File: src/rtl/tdes_pkg.sv
// Shared types and constants for the triple-DES session sequencer slice.
package tdes_pkg;

  typedef enum logic [2:0] {
    ST_IDLE,
    ST_KEY2,
    ST_DATA,
    ST_RUN,
    ST_ERROR
  } tdes_state_e;

  localparam logic ED_ENCRYPT = 1'b0;
  localparam logic ED_DECRYPT = 1'b1;

  localparam int unsigned TIMEOUT_CYC_DEFAULT = 64;
  localparam int unsigned CNT_W_DEFAULT       = 16;

endpackage

File: src/rtl/tdes_timeout_timer.sv
// Clear/enable cycle counter that stops at TIMEOUT_CYC-1 and flags terminal count.
module tdes_timeout_timer #(
  parameter int unsigned TIMEOUT_CYC = 64
) (
  input  logic clk_i,
  input  logic n_rst_i,
  input  logic clear_i,
  input  logic en_i,
  output logic tc_o
);

  localparam int unsigned W = (TIMEOUT_CYC > 1) ? $clog2(TIMEOUT_CYC) : 1;
  localparam logic [W-1:0] TC = W'(TIMEOUT_CYC - 1);

  logic [W-1:0] count_q;
  logic [W-1:0] count_d;

  always_comb begin
    count_d = count_q;
    if (clear_i) begin
      count_d = '0;
    end else if (en_i && (count_q != TC)) begin
      count_d = count_q + W'(1);
    end
  end

  always_ff @(posedge clk_i or negedge n_rst_i) begin
    if (!n_rst_i) begin
      count_q <= '0;
    end else begin
      count_q <= count_d;
    end
  end

  assign tc_o = (count_q == TC);

endmodule

File: src/rtl/tdes_session_sequencer.sv
// Drives key loads, core starts and output loads for one I2C triple-DES session,
// with a one-deep pending word latch, block counting, core timeout and stop abort.
module tdes_session_sequencer
  import tdes_pkg::*;
#(
  parameter int unsigned TIMEOUT_CYC = TIMEOUT_CYC_DEFAULT,
  parameter int unsigned CNT_W       = CNT_W_DEFAULT
) (
  input  logic             clk,
  input  logic             n_rst,
  input  logic             i2c_stop,
  input  logic             i2c_rw,
  input  logic             word_ready,
  input  logic             des_next,
  output logic             key1_en,
  output logic             key2_en,
  output logic             des_ready,
  output logic             ed_sel,
  output logic             out_load,
  output logic             busy,
  output logic             pending,
  output logic [CNT_W-1:0] block_count,
  output logic             overrun_err,
  output logic             timeout_err
);

  tdes_state_e      state_q, state_d;
  logic             key1_en_q, key1_en_d;
  logic             key2_en_q, key2_en_d;
  logic             des_ready_q, des_ready_d;
  logic             out_load_q, out_load_d;
  logic             ed_sel_q, ed_sel_d;
  logic             busy_q, busy_d;
  logic             pending_q, pending_d;
  logic [CNT_W-1:0] block_count_q, block_count_d;
  logic             overrun_q, overrun_d;
  logic             timeout_q, timeout_d;
  logic             stop_req_q, stop_req_d;

  logic timer_clr;
  logic timer_en;
  logic timer_tc;

  assign timer_en = (state_q == ST_RUN);

  tdes_timeout_timer #(
    .TIMEOUT_CYC(TIMEOUT_CYC)
  ) u_timer (
    .clk_i  (clk),
    .n_rst_i(n_rst),
    .clear_i(timer_clr),
    .en_i   (timer_en),
    .tc_o   (timer_tc)
  );

  always_comb begin
    state_d       = state_q;
    key1_en_d     = 1'b0;
    key2_en_d     = 1'b0;
    des_ready_d   = 1'b0;
    out_load_d    = 1'b0;
    ed_sel_d      = ed_sel_q;
    pending_d     = pending_q;
    block_count_d = block_count_q;
    overrun_d     = overrun_q;
    timeout_d     = timeout_q;
    stop_req_d    = stop_req_q;
    timer_clr     = 1'b0;

    unique case (state_q)
      ST_IDLE: begin
        if (i2c_stop) begin
          pending_d = 1'b0;
        end else if (word_ready) begin
          key1_en_d     = 1'b1;
          ed_sel_d      = i2c_rw ? ED_DECRYPT : ED_ENCRYPT;
          block_count_d = '0;
          pending_d     = 1'b0;
          overrun_d     = 1'b0;
          timeout_d     = 1'b0;
          state_d       = ST_KEY2;
        end
      end

      ST_KEY2: begin
        if (i2c_stop) begin
          pending_d = 1'b0;
          state_d   = ST_IDLE;
        end else if (word_ready) begin
          key2_en_d = 1'b1;
          state_d   = ST_DATA;
        end
      end

      ST_DATA: begin
        if (i2c_stop) begin
          pending_d = 1'b0;
          state_d   = ST_IDLE;
        end else if (word_ready || pending_q) begin
          des_ready_d = 1'b1;
          pending_d   = 1'b0;
          timer_clr   = 1'b1;
          state_d     = ST_RUN;
        end
      end

      ST_RUN: begin
        if (i2c_stop) begin
          stop_req_d = 1'b1;
        end
        // A stop in the same cycle swallows the word; otherwise words queue or overrun.
        if (word_ready && !i2c_stop) begin
          if (pending_q) begin
            overrun_d = 1'b1;
          end else begin
            pending_d = 1'b1;
          end
        end
        if (des_next) begin
          out_load_d    = 1'b1;
          block_count_d = (&block_count_q) ? block_count_q : block_count_q + CNT_W'(1);
          if (stop_req_q || i2c_stop) begin
            pending_d  = 1'b0;
            stop_req_d = 1'b0;
            state_d    = ST_IDLE;
          end else begin
            state_d = ST_DATA;
          end
        end else if (timer_tc) begin
          timeout_d  = 1'b1;
          stop_req_d = 1'b0;
          state_d    = ST_ERROR;
        end
      end

      ST_ERROR: begin
        if (i2c_stop) begin
          pending_d = 1'b0;
          state_d   = ST_IDLE;
        end
      end

      default: begin
        state_d = ST_IDLE;
      end
    endcase

    busy_d = (state_d != ST_IDLE);
  end

  always_ff @(posedge clk or negedge n_rst) begin
    if (!n_rst) begin
      state_q       <= ST_IDLE;
      key1_en_q     <= 1'b0;
      key2_en_q     <= 1'b0;
      des_ready_q   <= 1'b0;
      out_load_q    <= 1'b0;
      ed_sel_q      <= ED_ENCRYPT;
      busy_q        <= 1'b0;
      pending_q     <= 1'b0;
      block_count_q <= '0;
      overrun_q     <= 1'b0;
      timeout_q     <= 1'b0;
      stop_req_q    <= 1'b0;
    end else begin
      state_q       <= state_d;
      key1_en_q     <= key1_en_d;
      key2_en_q     <= key2_en_d;
      des_ready_q   <= des_ready_d;
      out_load_q    <= out_load_d;
      ed_sel_q      <= ed_sel_d;
      busy_q        <= busy_d;
      pending_q     <= pending_d;
      block_count_q <= block_count_d;
      overrun_q     <= overrun_d;
      timeout_q     <= timeout_d;
      stop_req_q    <= stop_req_d;
    end
  end

  assign key1_en     = key1_en_q;
  assign key2_en     = key2_en_q;
  assign des_ready   = des_ready_q;
  assign out_load    = out_load_q;
  assign ed_sel      = ed_sel_q;
  assign busy        = busy_q;
  assign pending     = pending_q;
  assign block_count = block_count_q;
  assign overrun_err = overrun_q;
  assign timeout_err = timeout_q;

endmodule

File: config.mk
export PLATFORM = sky130hd
export DESIGN_NAME = tdes_session_sequencer
export DESIGN_NICKNAME = d
export VERILOG_FILES = /design/src/rtl/tdes_pkg.sv /design/src/rtl/tdes_timeout_timer.sv /design/src/rtl/tdes_session_sequencer.sv
export SDC_FILE = /design/constraint.sdc
export NUM_CORES = 1
export LEC_CHECK = 0
export ABC_AREA = 1
export CAP_MARGIN = 40
export CORE_UTILIZATION = 41
export CTS_CLUSTER_SIZE = 20
export DETAILED_ROUTE_END_ITERATION = 12
export GPL_TIMING_DRIVEN = 0
export MAX_ROUTING_LAYER = met4
export PLACE_DENSITY = 0.68
export SYNTH_ARGS = -nofsm -noshare
export SYNTH_HDL_FRONTEND = slang
export SYNTH_SLANG_ARGS = --single-unit
File: constraint.sdc
create_clock -name clk -period 3.1 [get_ports clk]
set_clock_uncertainty 0.2 [all_clocks]
set_input_delay 0.31 -clock clk [delete_from_list [all_inputs] [get_ports clk]]
set_output_delay 0.31 -clock clk [all_outputs]
set_load 0.05 [all_outputs]
# ---- Yosys cells after proc, flatten, opt, wreduce, memory -nomap -nowiden
# Index checks and enable logic that the tools add are counted.
dict set report classes {
  eq_ne 17
  bitwise_logic 1
  n_mux 48
  reduce_logical 17
  addsub 2
}
# operator count
set ops {}
lappend ops {{$mux W16} 4}
lappend ops {{$pmux W16 S2} 1}
lappend ops {{$mux W1} 27}
lappend ops {{$mux W3} 9}
lappend ops {{$add A16 B1 Y16 const B} 1}
lappend ops {{$ne A2 B2 Y1 const B} 8}
lappend ops {{$reduce_and A16 Y1} 1}
lappend ops {{$pmux W3 S5} 1}
lappend ops {{$reduce_and A5 Y1} 3}
lappend ops {{$mux W6} 2}
lappend ops {{$add A6 B1 Y6 const B} 1}
lappend ops {{$eq A3 B2 Y1 const B} 2}
lappend ops {{$eq A6 B6 Y1 const B} 1}
lappend ops {{$ne A3 B3 Y1 const B} 2}
lappend ops {{$ne A6 B6 Y1 const B} 1}
lappend ops {{$pmux W1 S2} 2}
lappend ops {{$pmux W1 S4} 1}
lappend ops {{$reduce_and A4 Y1} 1}
lappend ops {{$reduce_bool A2 Y1} 2}
lappend ops {{$reduce_bool A4 Y1} 1}
lappend ops {{$eq A3 B1 Y1 const B} 1}
lappend ops {{$eq A3 B3 Y1 const B} 1}
lappend ops {{$logic_not A3 Y1} 1}
lappend ops {{$reduce_and A3 Y1} 1}
lappend ops {{8 further kinds} 10}
dict set report word_totals {
  in_bits 6
  register_bits 35
}

# ---- Depth between registers and ports, before layout
dict set report logic_depth {
  word_depth 6
  ltp_mapped 10
}

# ---- By module
# From an unflattened synthesis, not the netlist that was laid out.
dict set report hier_totals {
  cells_unflattened 284
  area_unflattened_um2 2158.3
}
# mod instances area_per_inst_um2 cells_per_inst seq_area_each_um2
set by_module_without_submodules {}
lappend by_module_without_submodules {tdes_session_sequencer 1 1759.2 231 725.7}
lappend by_module_without_submodules {tdes_timeout_timer 1 399.1 53 150.1}

# ---- Worst setup path before layout
# OpenSTA, ideal clock, no wires.
dict set report synth_path {
  path_type {flip-flop to flip-flop}
  from {reg block_count_q[1], in the netlist block_count[1]}
  to {reg block_count_q[9], in the netlist block_count[9]}
  synth_period_minus_slack_ps 2149
  setup_time_ps 76
  arrival_time_ps 1873
  stages_incl_launch_ff 11
  slack_ps 951
  t_required_ps 2824
  n_path_buf 1
  path_cell_list {dfrtp_1 -> ha_1 -> inv_1 -> nor2_4 -> nand2_2 -> nor2_2 -> nand2_1 -> o21ai_4 -> buf_6 -> nand2_1 -> o21ai_1}
}
dict set report synth_between {
  elab_chain_cells 4
}
# element line_no
set synth_rtl {}
lappend synth_rtl {{start: declaration} tdes_session_sequencer.sv:35} ;# logic [CNT_W-1:0] block_count_q, block_count_d;
lappend synth_rtl {{start signal: assignment} tdes_session_sequencer.sv:174} ;# block_count_q <= block_count_d;
lappend synth_rtl {{$add A16 B1 Y16} tdes_session_sequencer.sv:121} ;# block_count_d = (&block_count_q) ? block_count_q : block_count_q + CNT_W'(1);
lappend synth_rtl {{$mux W16} tdes_session_sequencer.sv:121}
lappend synth_rtl {{$mux W16} tdes_session_sequencer.sv:119} ;# if (des_next) begin
lappend synth_rtl {{$pmux W16 S2} tdes_session_sequencer.sv:70} ;# unique case (state_q)
# Several ways; a longest one is shown, not always the timed one. The select of a mux whose other input is x is not followed.
# A chain may end at the register's enable or synchronous reset.

# ---- Worst setup path after layout
dict set report layout_path {
  from {reg block_count_q[8], in the netlist block_count[8]}
  to {out block_count[8]}
}
# element line_no
set layout_lines {}
lappend layout_lines {{end: declaration} tdes_session_sequencer.sv:22} ;# output logic [CNT_W-1:0] block_count,
# No word-level cell between the ends.

==> summary.md <==
| Metric | Value |
|---|---|
| Cell Rows | `24` |
| Status | `finished, violations left` |
| DRT Wirelength | `about 4.2 mm` |
| Synth Register Bits | `35` |
| Layout Area Growth over Synthesis | `24.8%` |
| R2r startpoint | `block_count[0]$_DFFE_PN0P_` |
| CTS clock-pin slew for the worst setup and hold paths | `roughly 0.070 ns` |
| Multi-input gate area | `between 900 and 1000 um^2` |
| Flop2flop setup slack | `1.08 ns` |
| Final Hold Fails | `0` |
| CTS HTree Levels | `2` |
| Main synth FF type | `dfrtp_1` |
| Initial Util | `44.0%` |
| Antenna Nets Post-Route | `0` |
| Buffer depth of the longest clock path | `2` |
| Hold depth | `2` |
| CP top delay family | `buffers and inverters` |
| # diodes | `0` |
| First-pass GRT wire length | `7.56 mm` |
| Number of I/O pins | `31` |
| Sum of negative setup slack | `0 ns` |
| WS Path Type | `register to output port` |
| Synth top area share | `between 40% and 50%` |
| Syn avg cell area | `~7.3 um^2` |
| Post-synth EDFFs | `0` |
| Async set-reset flop share out of synthesis | `100%` |
| Setup crit start kind | `register` |
| Die Area | `5090 um^2` |
| Tot GR Track Use | `about a fifth` |
| Fmax | `468 MHz` |
| Post-synth top cells | `nand2_1, nor2_1, dfrtp_1` |
| Power per cell area | `approximately 510 nW/um^2` |
| Clock sink count | `35` |
| CTS tree | `done` |
| CTS buffer count | `5` |
| Die width | `slightly above 70 um` |
| Critical path endpoint category | `output port` |
| Hold path startpoint | `ed_sel$_DFFE_PN0P_` |
| Final Power | `~0.0013 W` |
| Reg area | `876 um^2` |
| Worst Path Required | `between 2 and 3 ns` |
| Hold crit path type | `register to register` |
| Worst vdd ir | `slightly above 0.0002 V` |
| Initial antenna violation count | `0` |
| Final HPWL from detailed placement | `between 3 and 4 mm` |
| Core area | `around 4500 um^2` |
| Slowest cell delay on critical path | `approximately 0.86 ns` |
| Placer Congestion | `0.937` |
| Synth unique cells | `23` |
| Clk root buf | `clkbuf_8` |
| Slew Limit Fails | `0` |
| DR vias/cell | `about 5.0` |
| Synth Instances | `270` |
| R2r worst-path depth | `10` |
| Die height | `slightly above 70 um` |
| Area contributors post-synth | `dfrtp_1, nand2_1, nor2_1` |
| Tmin final | `between 2 and 2.5 ns` |
| Relative slew slack | `around 47%` |
| Crit-path max FO | `7` |
| WHS Endpoint | `ed_sel$_DFFE_PN0P_` |
| Post-synthesis cell area | `~2000 um^2` |
| Crit-path cells | `clkdlybuf4s50_1` |
| Hold-fix buffers at CTS | `1` |
| Sequential share of the synthesized area | `approximately 44%` |
| Area leader, netlist | `dfrtp_1` |
| Worst slew pin tran | `0.791 ns` |
| Pleak | `between 1 and 1.5 nW` |
| Fillers | `441` |
| Nets | `~320` |
| WL per Instance | `~12 um` |
| GRT overflow | `0` |
| Post-CTS Setup Inserts | `0` |
| Count leader, synth | `nand2_1` |
| Syn nets | `between 200 and 300` |
| WP data arrival | `between 1.5 and 2 ns` |
| FF-to-FF End | `block_count[1]$_DFFE_PN0P_` |
| Number of global-route vias before repair | `roughly 1.6k` |
| DR DRC count | `3` |
| Final cycle utilization of the critical path | `a little under 70%` |
| Worst path slowest cell | `clkdlybuf4s50_1` |
| Largest net degree at the start of global routing | `36` |
| Clk_lat worst skew | `0.29 ns` |
| Buffers & Inverters on Critical Path | `1` |
| # resized after CTS | `0` |
| Final Setup Violations | `0` |
| 1st-iter DRT viols | `126` |
| Max_cap viols | `0` |
| Via Count | `~1.8k` |
| Number of synthesis warnings | `0` |
| Pre-antenna DRT Iters | `9` |
| Failing checks | `design-rule violations` |
| RSZ-0062 raised after global routing | `no` |
| Layout cell share with drive strength beyond 1 | `between 8 and 9%` |
| Number of port buffers | `30` |
==> cell type report <==
class / instances / share of cell area, %
Clock inverter: 2 / 1.42
Sequential cell: 35 / 35.6
Clock buffer: 6 / 3.36
Inverter: 37 / 5.65
Timing Repair Buffer: 31 / 12.4
Multi-Input combinational cell: 194 / 37.6
Tap cell: 52 / 2.65
Buffer: 4 / 1.32
==> layer usage <==
metal  routed length, um  vias up  track usage, %
li1                    -      934               -
met5                   0        -               -
met3                 249        4            4.22
met4                  44        0            4.67
met2                1870       46            29.5
met1                2070      827            26.8
==> report_power, final <==
part	total, W	switching, W	internal [W]	leakage (nW)
Combinational	0.000293	0.000196	0.0000967	0.589
Sequential	0.000539	0.0000355	0.000504	0.480
Clock	0.000427	0.000166	0.000260	0.0612
==> worst register-to-register path, stage by stage, from the launching register on <==
cell     delay (ns)
dfrtp_1        0.42
ha_1           0.28
inv_1          0.12
nor2_4         0.17
nand2_2        0.09
nor2_2         0.12
nand2_1        0.11
o21ai_4        0.13
buf_6          0.19
nand2_1        0.05
o21ai_1        0.07
==> worst max-delay path by stage <==
| stage | from | slack, ns | end | cells after the start |
|---|---|---|---|---|
| finish | block_count[8]$_DFFE_PN0P_ | 0.96 | block_count[8] | 1 |
| global route | block_count[0]$_DFFE_PN0P_ | 0.88 | block_count[13]$_DFFE_PN0P_ | 10 |
| CTS | block_count[8]$_DFFE_PN0P_ | 0.95 | block_count[8] | 1 |
| detailed placement | word_ready | 0.89 | block_count[5]$_DFFE_PN0P_ | 8 |
| global placement | n_rst | 0.75 | block_count[13]$_DFFE_PN0P_ | 1 |
| floorplan | block_count[1]$_DFFE_PN0P_ | 0.95 | block_count[9]$_DFFE_PN0P_ | 10 |
==> cells by family after synthesis <==
group | Yosys count | share of synthesized area (%)
xor gates and xnor gates | 8 | 3.56
buffers and inverters | 41 | 8.70
and+or+nand+nor | 158 | 34.5
DFF | 35 | 44.4
AOI/OAI and AO/OA | 26 | 7.49
adders and majority gates | 2 | 1.27
==> placed cells by master, fill, tap and decap left out, types with 2 or more instances in the layout <==
master,count
a21oi_1,5
buf_2,3
buf_6,2
clkbuf_8,6
clkdlybuf4s50_1,29
dfrtp_1,35
ha_1,2
inv_1,34
inv_2,3
nand2_1,75
nand2_2,3
nand3_1,24
nand4_1,8
nor2_1,38
nor2_2,4
nor2_4,2
nor3_1,4
o21ai_0,8
o21ai_1,9
xnor2_1,2
xor2_1,6
==> sequential cells by signal (all words and copies together), names as in the netlist <==
name / flops
state_q: 3
des_ready: 1
block_count: 16
ed_sel: 1
pending: 1
u_timer.count_q: 6
stop_req_q: 1
timeout_err: 1
busy: 1
key1_en: 1
key2_en: 1
out_load: 1
overrun_err: 1
==> metrics by stage <==
stage	cells	hold slack (ns)	area, um^2	utilization (%)	setup slack [ns]
detailed placement	352	0.241	2330	52.1	0.894
CTS	361	0.276	2460	54.9	0.953
global route	361	0.324	2460	54.9	0.879
floorplan	270	-0.186	1970	-	0.951
finish	361	0.272	2460	54.9	0.963
global placement	352	0.254	2340	52.2	0.746
No activity file was read; power rests on OpenSTA's default activity.
